## src/rtl/sram_master.sv

```systemverilog
// ============================================================================
//  Module      : sram_master
//  Description : Single-outstanding bridge from a core load/store request
//                port to a 32-bit synchronous SRAM with active-low byte lane
//                enables. Checks alignment, steers and replicates store
//                data onto the byte lanes, and right-justifies load data.
//
//  Ports
//    clk, rst         : clock, synchronous active-high reset
//    req_*            : core request (valid/ready handshake, write, size,
//                       byte address, right-justified store data)
//    resp_*           : one-cycle completion pulse with load data and error
//    sram_*           : registered SRAM strobes/address/data, plus the
//                       SRAM's read data and its registered completion
//
//  Parameters
//    TIMEOUT_CYCLES   : ACCESS cycles allowed before the access is aborted
//                       (meaningful only when SRAM_MASTER_TIMEOUT_EN is set)
//
//  Build options
//    SRAM_MASTER_TIMEOUT_EN : when defined, an access that sees no
//                       sram_ready for TIMEOUT_CYCLES cycles completes with
//                       resp_err=1. When undefined, ACCESS waits forever.
//
//  Revision    : 1.0 - initial release
// ============================================================================
`default_nettype none

module sram_master #(
    parameter int TIMEOUT_CYCLES = 16
) (
    input  logic        clk,
    input  logic        rst,
    // core request
    input  logic        req_valid,
    output logic        req_ready,
    input  logic        req_write,
    input  logic [1:0]  req_size,
    input  logic [14:0] req_addr,
    input  logic [31:0] req_wdata,
    // core response
    output logic        resp_valid,
    output logic [31:0] resp_rdata,
    output logic        resp_err,
    // SRAM
    output logic        sram_cs_n,
    output logic        sram_we_n,
    output logic [3:0]  sram_byte_en_n,
    output logic [12:0] sram_addr,
    output logic [31:0] sram_wdata,
    input  logic [31:0] sram_rdata,
    input  logic        sram_ready
);

    // ------------------------------------------------------------------
    // Elaboration-time sanity check on the parameter
    // ------------------------------------------------------------------
    if (TIMEOUT_CYCLES < 1) begin : g_bad_timeout
        $error("sram_master: TIMEOUT_CYCLES must be at least 1");
    end

    // ------------------------------------------------------------------
    // State machine encoding
    // ------------------------------------------------------------------
    typedef enum logic [1:0] {
        S_IDLE   = 2'd0,
        S_ACCESS = 2'd1,
        S_RESP   = 2'd2
    } state_t;

    localparam logic [1:0] c_SIZE_BYTE = 2'b00;
    localparam logic [1:0] c_SIZE_HALF = 2'b01;
    localparam logic [1:0] c_SIZE_WORD = 2'b10;

    state_t      r_state;
    state_t      w_state_nxt;

    // Request attributes kept for the duration of the access; only the low
    // address bits are needed after acceptance (the word address already
    // lives in sram_addr).
    logic        r_write;
    logic [1:0]  r_size;
    logic [1:0]  r_addr_lo;

    logic        w_accept;
    logic        w_illegal;
    logic [3:0]  w_be_n;
    logic [31:0] w_wdata_lanes;
    logic        w_timeout;

    assign req_ready = (r_state == S_IDLE) && !rst;
    assign w_accept  = req_valid && req_ready;

    // ------------------------------------------------------------------
    // Request decode: legality, lane enables and lane-replicated data
    // ------------------------------------------------------------------
    always_comb begin
        w_illegal     = 1'b0;
        w_be_n        = 4'hF;
        w_wdata_lanes = 32'h0;
        case (req_size)
            c_SIZE_BYTE: begin
                w_be_n        = ~(4'b0001 << req_addr[1:0]);
                w_wdata_lanes = {4{req_wdata[7:0]}};
            end
            c_SIZE_HALF: begin
                w_illegal     = req_addr[0];
                w_be_n        = req_addr[1] ? 4'b0011 : 4'b1100;
                w_wdata_lanes = {2{req_wdata[15:0]}};
            end
            c_SIZE_WORD: begin
                w_illegal     = |req_addr[1:0];
                w_be_n        = 4'b0000;
                w_wdata_lanes = req_wdata;
            end
            default: begin
                w_illegal     = 1'b1;
            end
        endcase
    end

    // Pull the addressed byte/halfword down to bit 0, zero-extended.
    function automatic logic [31:0] f_extract(
        input logic [1:0]  size,
        input logic [1:0]  lo,
        input logic [31:0] data
    );
        logic [31:0] v;
        v = 32'h0;
        case (size)
            c_SIZE_BYTE: begin
                case (lo)
                    2'd0:    v = {24'h0, data[7:0]};
                    2'd1:    v = {24'h0, data[15:8]};
                    2'd2:    v = {24'h0, data[23:16]};
                    default: v = {24'h0, data[31:24]};
                endcase
            end
            c_SIZE_HALF: v = lo[1] ? {16'h0, data[31:16]} : {16'h0, data[15:0]};
            default:     v = data;
        endcase
        return v;
    endfunction

    // ------------------------------------------------------------------
    // Optional ACCESS watchdog
    // ------------------------------------------------------------------
`ifdef SRAM_MASTER_TIMEOUT_EN
    localparam int c_TMO_W = (TIMEOUT_CYCLES > 1) ? $clog2(TIMEOUT_CYCLES) : 1;
    localparam logic [c_TMO_W-1:0] c_TMO_LAST = c_TMO_W'(TIMEOUT_CYCLES - 1);

    // Counts completed ACCESS cycles that saw no sram_ready. When the
    // current cycle is the last allowed one, the access is abandoned.
    logic [c_TMO_W-1:0] r_tmo_cnt;

    assign w_timeout = (r_state == S_ACCESS) && !sram_ready && (r_tmo_cnt == c_TMO_LAST);

    always_ff @(posedge clk) begin
        if (rst) begin
            r_tmo_cnt <= '0;
        end else if (w_accept) begin
            r_tmo_cnt <= '0;
        end else if (r_state == S_ACCESS && !sram_ready && !w_timeout) begin
            r_tmo_cnt <= r_tmo_cnt + 1'b1;
        end
    end
`else
    assign w_timeout = 1'b0;
`endif

    // ------------------------------------------------------------------
    // FSM: state register
    // ------------------------------------------------------------------
    always_ff @(posedge clk) begin
        if (rst) begin
            r_state <= S_IDLE;
        end else begin
            r_state <= w_state_nxt;
        end
    end

    // ------------------------------------------------------------------
    // FSM: next state
    // ------------------------------------------------------------------
    always_comb begin
        w_state_nxt = r_state;
        case (r_state)
            S_IDLE: begin
                if (w_accept) begin
                    w_state_nxt = w_illegal ? S_RESP : S_ACCESS;
                end
            end
            S_ACCESS: begin
                // sram_ready is only honoured here; elsewhere it is ignored.
                if (sram_ready || w_timeout) begin
                    w_state_nxt = S_RESP;
                end
            end
            S_RESP: begin
                w_state_nxt = S_IDLE;
            end
            default: begin
                w_state_nxt = S_IDLE;
            end
        endcase
    end

    // ------------------------------------------------------------------
    // Registered SRAM strobes and response outputs
    // ------------------------------------------------------------------
    always_ff @(posedge clk) begin
        if (rst) begin
            sram_cs_n      <= 1'b1;
            sram_we_n      <= 1'b1;
            sram_byte_en_n <= 4'hF;
            sram_addr      <= 13'h0;
            sram_wdata     <= 32'h0;
            resp_valid     <= 1'b0;
            resp_err       <= 1'b0;
            resp_rdata     <= 32'h0;
            r_write        <= 1'b0;
            r_size         <= 2'b00;
            r_addr_lo      <= 2'b00;
        end else begin
            // Response fields are only non-zero during the RESP cycle.
            resp_valid <= (w_state_nxt == S_RESP);
            resp_err   <= 1'b0;
            resp_rdata <= 32'h0;

            case (r_state)
                S_IDLE: begin
                    if (w_accept) begin
                        r_write   <= req_write;
                        r_size    <= req_size;
                        r_addr_lo <= req_addr[1:0];
                        if (w_illegal) begin
                            // Rejected without touching the SRAM.
                            resp_err <= 1'b1;
                        end else begin
                            sram_cs_n      <= 1'b0;
                            sram_we_n      <= ~req_write;
                            sram_byte_en_n <= w_be_n;
                            sram_addr      <= req_addr[14:2];
                            sram_wdata     <= w_wdata_lanes;
                        end
                    end
                end
                S_ACCESS: begin
                    if (sram_ready || w_timeout) begin
                        sram_cs_n      <= 1'b1;
                        sram_we_n      <= 1'b1;
                        sram_byte_en_n <= 4'hF;
                        if (sram_ready) begin
                            if (!r_write) begin
                                resp_rdata <= f_extract(r_size, r_addr_lo, sram_rdata);
                            end
                        end else begin
                            resp_err <= 1'b1;
                        end
                    end
                end
                default: begin
                end
            endcase
        end
    end

endmodule

`default_nettype wire
```

## config.mk

```make
export PLATFORM = sky130hd
export DESIGN_NAME = sram_master
export DESIGN_NICKNAME = d
export VERILOG_FILES = /design/src/rtl/sram_master.sv
export SDC_FILE = /design/constraint.sdc
export NUM_CORES = 1
export LEC_CHECK = 0
export CAP_MARGIN = 20
export CELL_PAD_IN_SITES_DETAIL_PLACEMENT = 0
export CELL_PAD_IN_SITES_GLOBAL_PLACEMENT = 1
export CORE_MARGIN = 4
export CORE_UTILIZATION = 30
export CTS_BUF_LIST = sky130_fd_sc_hd__clkbuf_4 sky130_fd_sc_hd__clkbuf_8 sky130_fd_sc_hd__clkbuf_16
export DETAILED_ROUTE_END_ITERATION = 12
export PLACE_DENSITY_LB_ADDON = 0.1
export SLEW_MARGIN = 25
export SYNTH_ARGS = -nofsm -noshare
export SYNTH_HDL_FRONTEND = slang
export SYNTH_SLANG_ARGS = --single-unit
```

## constraint.sdc

```tcl
create_clock -name clk -period 2 [get_ports clk]
set_clock_uncertainty 0.15 [all_clocks]
set_input_delay 0.4 -clock clk [delete_from_list [all_inputs] [get_ports clk]]
set_output_delay 0.4 -clock clk [all_outputs]
set_load 0.02 [all_outputs]
```

After elaboration in Yosys (flattened, before gate mapping)
Cells that the tools add are included.
W data, S select, Z words.
{"block": "classes", "n_eq_ne": 10, "shift": 1, "mux": 23, "bitwise_logic": 7, "reduce_logical": 14}
{"op": "$pmux W32 S3", "count": 1}
{"op": "$pmux W32 S2", "count": 1}
{"op": "$pmux W8 S3", "count": 1}
{"op": "$mux W16", "count": 1}
{"op": "$mux W4", "count": 4}
{"op": "$pmux W4 S3", "count": 1}
{"op": "$eq A2 B1 Y1 const B", "count": 4}
{"op": "$logic_not A2 Y1", "count": 4}
{"op": "$pmux W4 S2", "count": 1}
{"op": "$eq A2 B2 Y1 const B", "count": 3}
{"op": "$mux W1", "count": 6}
{"op": "$mux W2", "count": 3}
{"op": "$ne A2 B2 Y1 const B", "count": 3}
{"op": "$not A1 Y1", "count": 6}
{"op": "$not A4 Y4", "count": 1}
{"op": "$pmux W1 S2", "count": 2}
{"op": "$pmux W2 S2", "count": 1}
{"op": "$reduce_and A4 Y1", "count": 1}
{"op": "$reduce_or A4 Y1", "count": 1}
{"op": "$shl A1 B2 Y4 const A", "count": 1}
{"op": "$pmux W1 S3", "count": 1}
{"op": "$reduce_and A3 Y1", "count": 1}
{"op": "$reduce_or A3 Y1", "count": 1}
{"op": "$logic_and A1 B1 Y1", "count": 2}
{"op": "4 further kinds", "count": 4}
{"block": "totals", "reg_bits": 92, "inputBits": 86, "out_inout_bits": 86, "elab_cells": 67}

Longest topological paths before layout
{"block": "depth", "word_depth": 6, "mapped_depth": 7, "depth_no_buf": 4}

Worst setup path before layout
Ideal clock, no wire load.
{"block": "synth_timing", "path_kind": "input -> register", "startpoint": "in rst", "endpoint": "reg resp_rdata[6]", "setup_time_ns": 0.100, "t_arrival_ns": 1.609, "t_required_ns": 1.750, "path_slack_ns": 0.141, "cell_stages": 6, "path_buffers": 3, "cell_sequence": "or2_1 > buf_2 > or3_1 > clkbuf_1 > buf_4 > a2111oi_4"}
{"block": "synth_between", "elab_chain_len": 1}
{"item": "start, declared", "line": "33", "rtl": "input logic rst,"}
{"item": "$reduce_or A4 Y1 (no source line)"}
{"item": "end signal, assigned", "line": "255", "rtl": "resp_rdata <= f_extract(r_size, r_addr_lo, sram_rdata);"}
{"item": "end, declared", "line": "43", "rtl": "output logic [31:0] resp_rdata,"}
No other way between the ends.
A chain may end at the register's enable or synchronous reset.

Final worst setup path
{"block": "layout_timing", "startpoint": "in req_addr[0]", "endpoint": "reg sram_addr[9]"}
{"block": "layout_between", "elab_chain_len": 4}
{"item": "start, declared", "line": "39", "rtl": "input logic [14:0] req_addr,"}
{"item": "$reduce_or A2 Y1", "line": "112", "rtl": "w_illegal = |req_addr[1:0];"}
{"item": "$pmux W1 S3 *", "line": "101", "rtl": "case (req_size)"}
{"item": "$not A1 Y1 (no source line) *"}
{"item": "$reduce_and A3 Y1 (no source line) *"}
{"item": "end signal, assigned", "line": "243", "rtl": "sram_addr <= req_addr[14:2];"}
{"item": "end, declared", "line": "49", "rtl": "output logic [12:0] sram_addr,"}
Mark *: on every way between the ends. The rest lies on a longest branch, timed or not.

==> flow_summary_export.csv <==
group,metric,value,unit
clock_tree,numCtsBuffers,9,
route,route.detailed.drc,0,
clock_tree,path_clk_slew,0.07,ns
flow_run,max_cap_violations,0,
sta,period_needed,1.927,ns
sta,relSlewSlack,62.15,%
worst_setup_path,cp_slowest_cell,"clkdlybuf4s50_1",
yosys,syn_avg_cell_area,8.744,um^2
floorplanning,ios,172,
yosys,yosys-top-cells-area,"dfxtp_1, a21oi_1, nand2_1, nor2_1, mux4_2",
global_routing,grt.overflow.total,0,
sta,fmax,518.8,MHz
floorplanning,die_h,121.5,um
route,first_pass_iters,4,
placed_design,portBuffers,171,
worst_setup_path,crit_type,"in -> reg",
worst_hold_path,min_from,"rst",
worst_hold_path,hp-class,"in -> reg",
global_routing,top_usage_layer,"met2",
yosys,synthTopCellsByCount,"dfxtp_1, nand2_1, nor2_1, a21oi_1, clkbuf_1",
sta,hold-worst-slack,0.2444,ns
layout,antennaDiodeCount,0,
global_routing,grtUsageMet2,28.08,%
route,post_drt_wl_per_cell,16.14,um
power_and_ir_drop,power.density,690.4,mW/mm^2
yosys,synth_cell_type_count,35,
layout,fin_area,0.006415,mm^2
sta,tightest_slew,0.5678,ns
clock_tree,clock-sinks,92,
sta,final-hold-violation-count,0,
yosys,synth_top_area_cell,"dfxtp_1",
worst_setup_path,rr_startpoint,"r_state[1]",
yosys,synthArstFlopShare,0,%
worst_setup_path,cp-start-kind,"primary input",
worst_setup_path,crit_required,2.10,ns
floorplanning,die_x,121.5,um
yosys,syn_area,0.003865,mm^2
worst_setup_path,critPathMaxStageDelay,0.58,ns
worst_setup_path,path_buf_inv,4,
route,via_per_inst,4.896,
power_and_ir_drop,power,4.429,mW
yosys,synth_nets,528,
layout,drive_gt1_share,12.48,%
yosys,yosys.area.top_type_share,47.65,%
clock_tree,htreeDepth,3,
placed_design,gp_congestion,0.8018,
route,drtIter0Drc,202,
power_and_ir_drop,power.leakage,2.390,nW
route,routed_wl,12990,um
global_routing,grt_max_degree,53,
worst_setup_path,path_cells,"clkdlybuf4s50_1 > buf_4 > a21oi_1 > o21ai_4 > buf_12 > buf_12 > nand2_1 > a21oi_1",
yosys,synth_flop_cell,"dfxtp_1",
global_routing,grt_pass1_wl,20390,um
worst_setup_path,timing.rr.end,"resp_rdata[1]",
yosys,synth_most_common_cell,"dfxtp_1",
clock_tree,cts_hold_buf,0,
global_routing,globalRouteMet1Util,21.07,%
layout,num-fill-cells,1221,
yosys,ys_warn_count,0,
clock_tree,clock-root-buffer,"clkbuf_16",
yosys,synth_seq_cells,92,
worst_hold_path,holdPathStages,3,
yosys,synth_cells,442,
worst_setup_path,critical_path.max_fanout,35,
route,ant_nets,0,
worst_setup_path,crit_cells,8,
placed_design,dpl_cell_area,0.006017,mm^2
clock_tree,clock_latency,0.34,ns
floorplanning,rows,41,
clock_tree,cts_tree,"built",
worst_setup_path,end_kind,"flip-flop",
global_routing,grt_use_met3,5.408,%
worst_setup_path,ff2ff_path_depth,4,
worst_setup_path,arrival,2.03,ns
worst_hold_path,min_to,"r_addr_lo[0]",
global_routing,first_global_vias,4078,
global_routing,antenna_found_initial,0,
floorplanning,start_util,30.63,%
placed_design,dp_hpwl,9591,um
floorplanning,dieArea,0.01476,mm^2
layout,fin_nets,715,
worst_setup_path,ff2ff_setup_slack,0.13,ns
yosys,synth_edf_count,0,
yosys,yosysSeqAreaShare,47.65,%
power_and_ir_drop,ir_worst_vdd,0.0004328,V
run_status,status,"finished clean",
layout,area_growth,65.98,%
floorplanning,design.core.area,0.01262,mm^2
worst_setup_path,cp_top_family,"buffers and inverters",
route,dr_total_vias,3941,
sta,finalCritPeriodShare,96.37,%
clock_tree,clock_path_buffers,2,
global_routing,grt_usage,17.31,%
sta,final-setup-viol-count,0,
sta,drv_slew,0,
-- worst max path at each step --
stage	startpoint	end	slack, ns
after floorplan	rst	resp_rdata[6]	0.14
after global placement	req_valid	sram_wdata[24]	-0.31
after detailed placement	req_valid	sram_wdata[30]	-0.36
after CTS	req_valid	sram_wdata[30]	0.001
after global routing	req_addr[0]	sram_wdata[18]	-0.04
final	req_addr[0]	sram_addr[9]	0.07
-- sequential cells by signal, summed over array words and instances (netlist names), 2 cells and up --
signal          cells
r_addr_lo           2
r_size              2
r_state             2
resp_rdata         32
sram_addr          13
sram_byte_en_n      4
sram_wdata         32
-- tightest hold or removal path, stage by stage --
cell	delay [ns]
buf_2	0.11
buf_4	0.14
a21oi_1	0.04
-- stage by stage --
| stage | setup TNS, ns | instances | worst slack, ns | util (%) |
|---|---|---|---|---|
| final | 0 | 805 | 0.07259 | 50.83 |
| after floorplan | 0 | 442 | 0.1414 | - |
| after global placement | -13.30 | 786 | -0.3053 | 47.68 |
| after global routing | -0.1732 | 805 | -0.03715 | 50.83 |
| after CTS | 0 | 802 | 0.0009557 | 50.08 |
| after detailed placement | -15.72 | 786 | -0.3570 | 47.68 |
-- routing by layer --
layer	share of wire, %	vias up
li1	-	1917
met5	0	-
met3	8.4	23
met2	48	152
met1	41	1849
met4	2.3	0
-- layout by cell type (no fill, tap or decap), types with 2 or more instances in the layout --
master,synthesis,final
buf_12,0,8
nor2b_1,16,16
a2bb2oi_1,7,7
clkinvlp_4,0,2
nand2b_1,5,5
nor3_1,24,22
nand2_1,58,58
dfxtp_1,92,92
o21ai_0,5,4
a221oi_1,8,7
a21o_1,2,2
and3_1,16,16
a2111oi_0,6,6
clkbuf_16,0,11
mux2i_1,13,13
nand3_1,2,2
a211oi_1,16,16
a21oi_1,46,46
clkdlybuf4s50_1,0,169
inv_1,5,5
nor2_1,55,55
nor3_2,0,2
buf_4,3,35
mux4_2,7,7
o22ai_1,7,7
-- final cells by class --
| type | instances | area, um^2 | share of cell area [%] |
|---|---|---|---|
| Clock buffer | 11 | 246.5 | 3.842 |
| Sequential cell | 92 | 1842 | 28.71 |
| Inverter | 5 | 18.77 | 0.2926 |
| Clock inverter | 4 | 50.05 | 0.7802 |
| Tap cell | 172 | 215.2 | 3.355 |
| Timing Repair Buffer | 216 | 2178 | 33.96 |
| Multi-Input combinational cell | 305 | 1864 | 29.06 |
-- power by group --
part / total (mW) / internal, mW / switching (mW)
Clock: 1.70 / 1.01 / 0.690
Sequential: 1.92 / 1.89 / 0.0315
Combinational: 0.809 / 0.434 / 0.375
Total: 4.43 / 3.33 / 1.10
-- cell families (layout without fill, tap and decap cells) --
kind of cell | count (synthesis) | count (layout) | synth area share, %
buf+inv | 45 | 236 | 5.244
simple gates | 182 | 182 | 21.85
compound gates | 103 | 103 | 17.81
mux | 20 | 20 | 7.446
flops | 92 | 92 | 47.65
-- timing repair --
action	in CTS	in global routing
pin swaps	0	1
setup buffers	1	1
cloned	0	2
setup endpoints to repair	3	26
gates resized for setup	1	5
No activity file was read; power rests on OpenSTA's default activity.
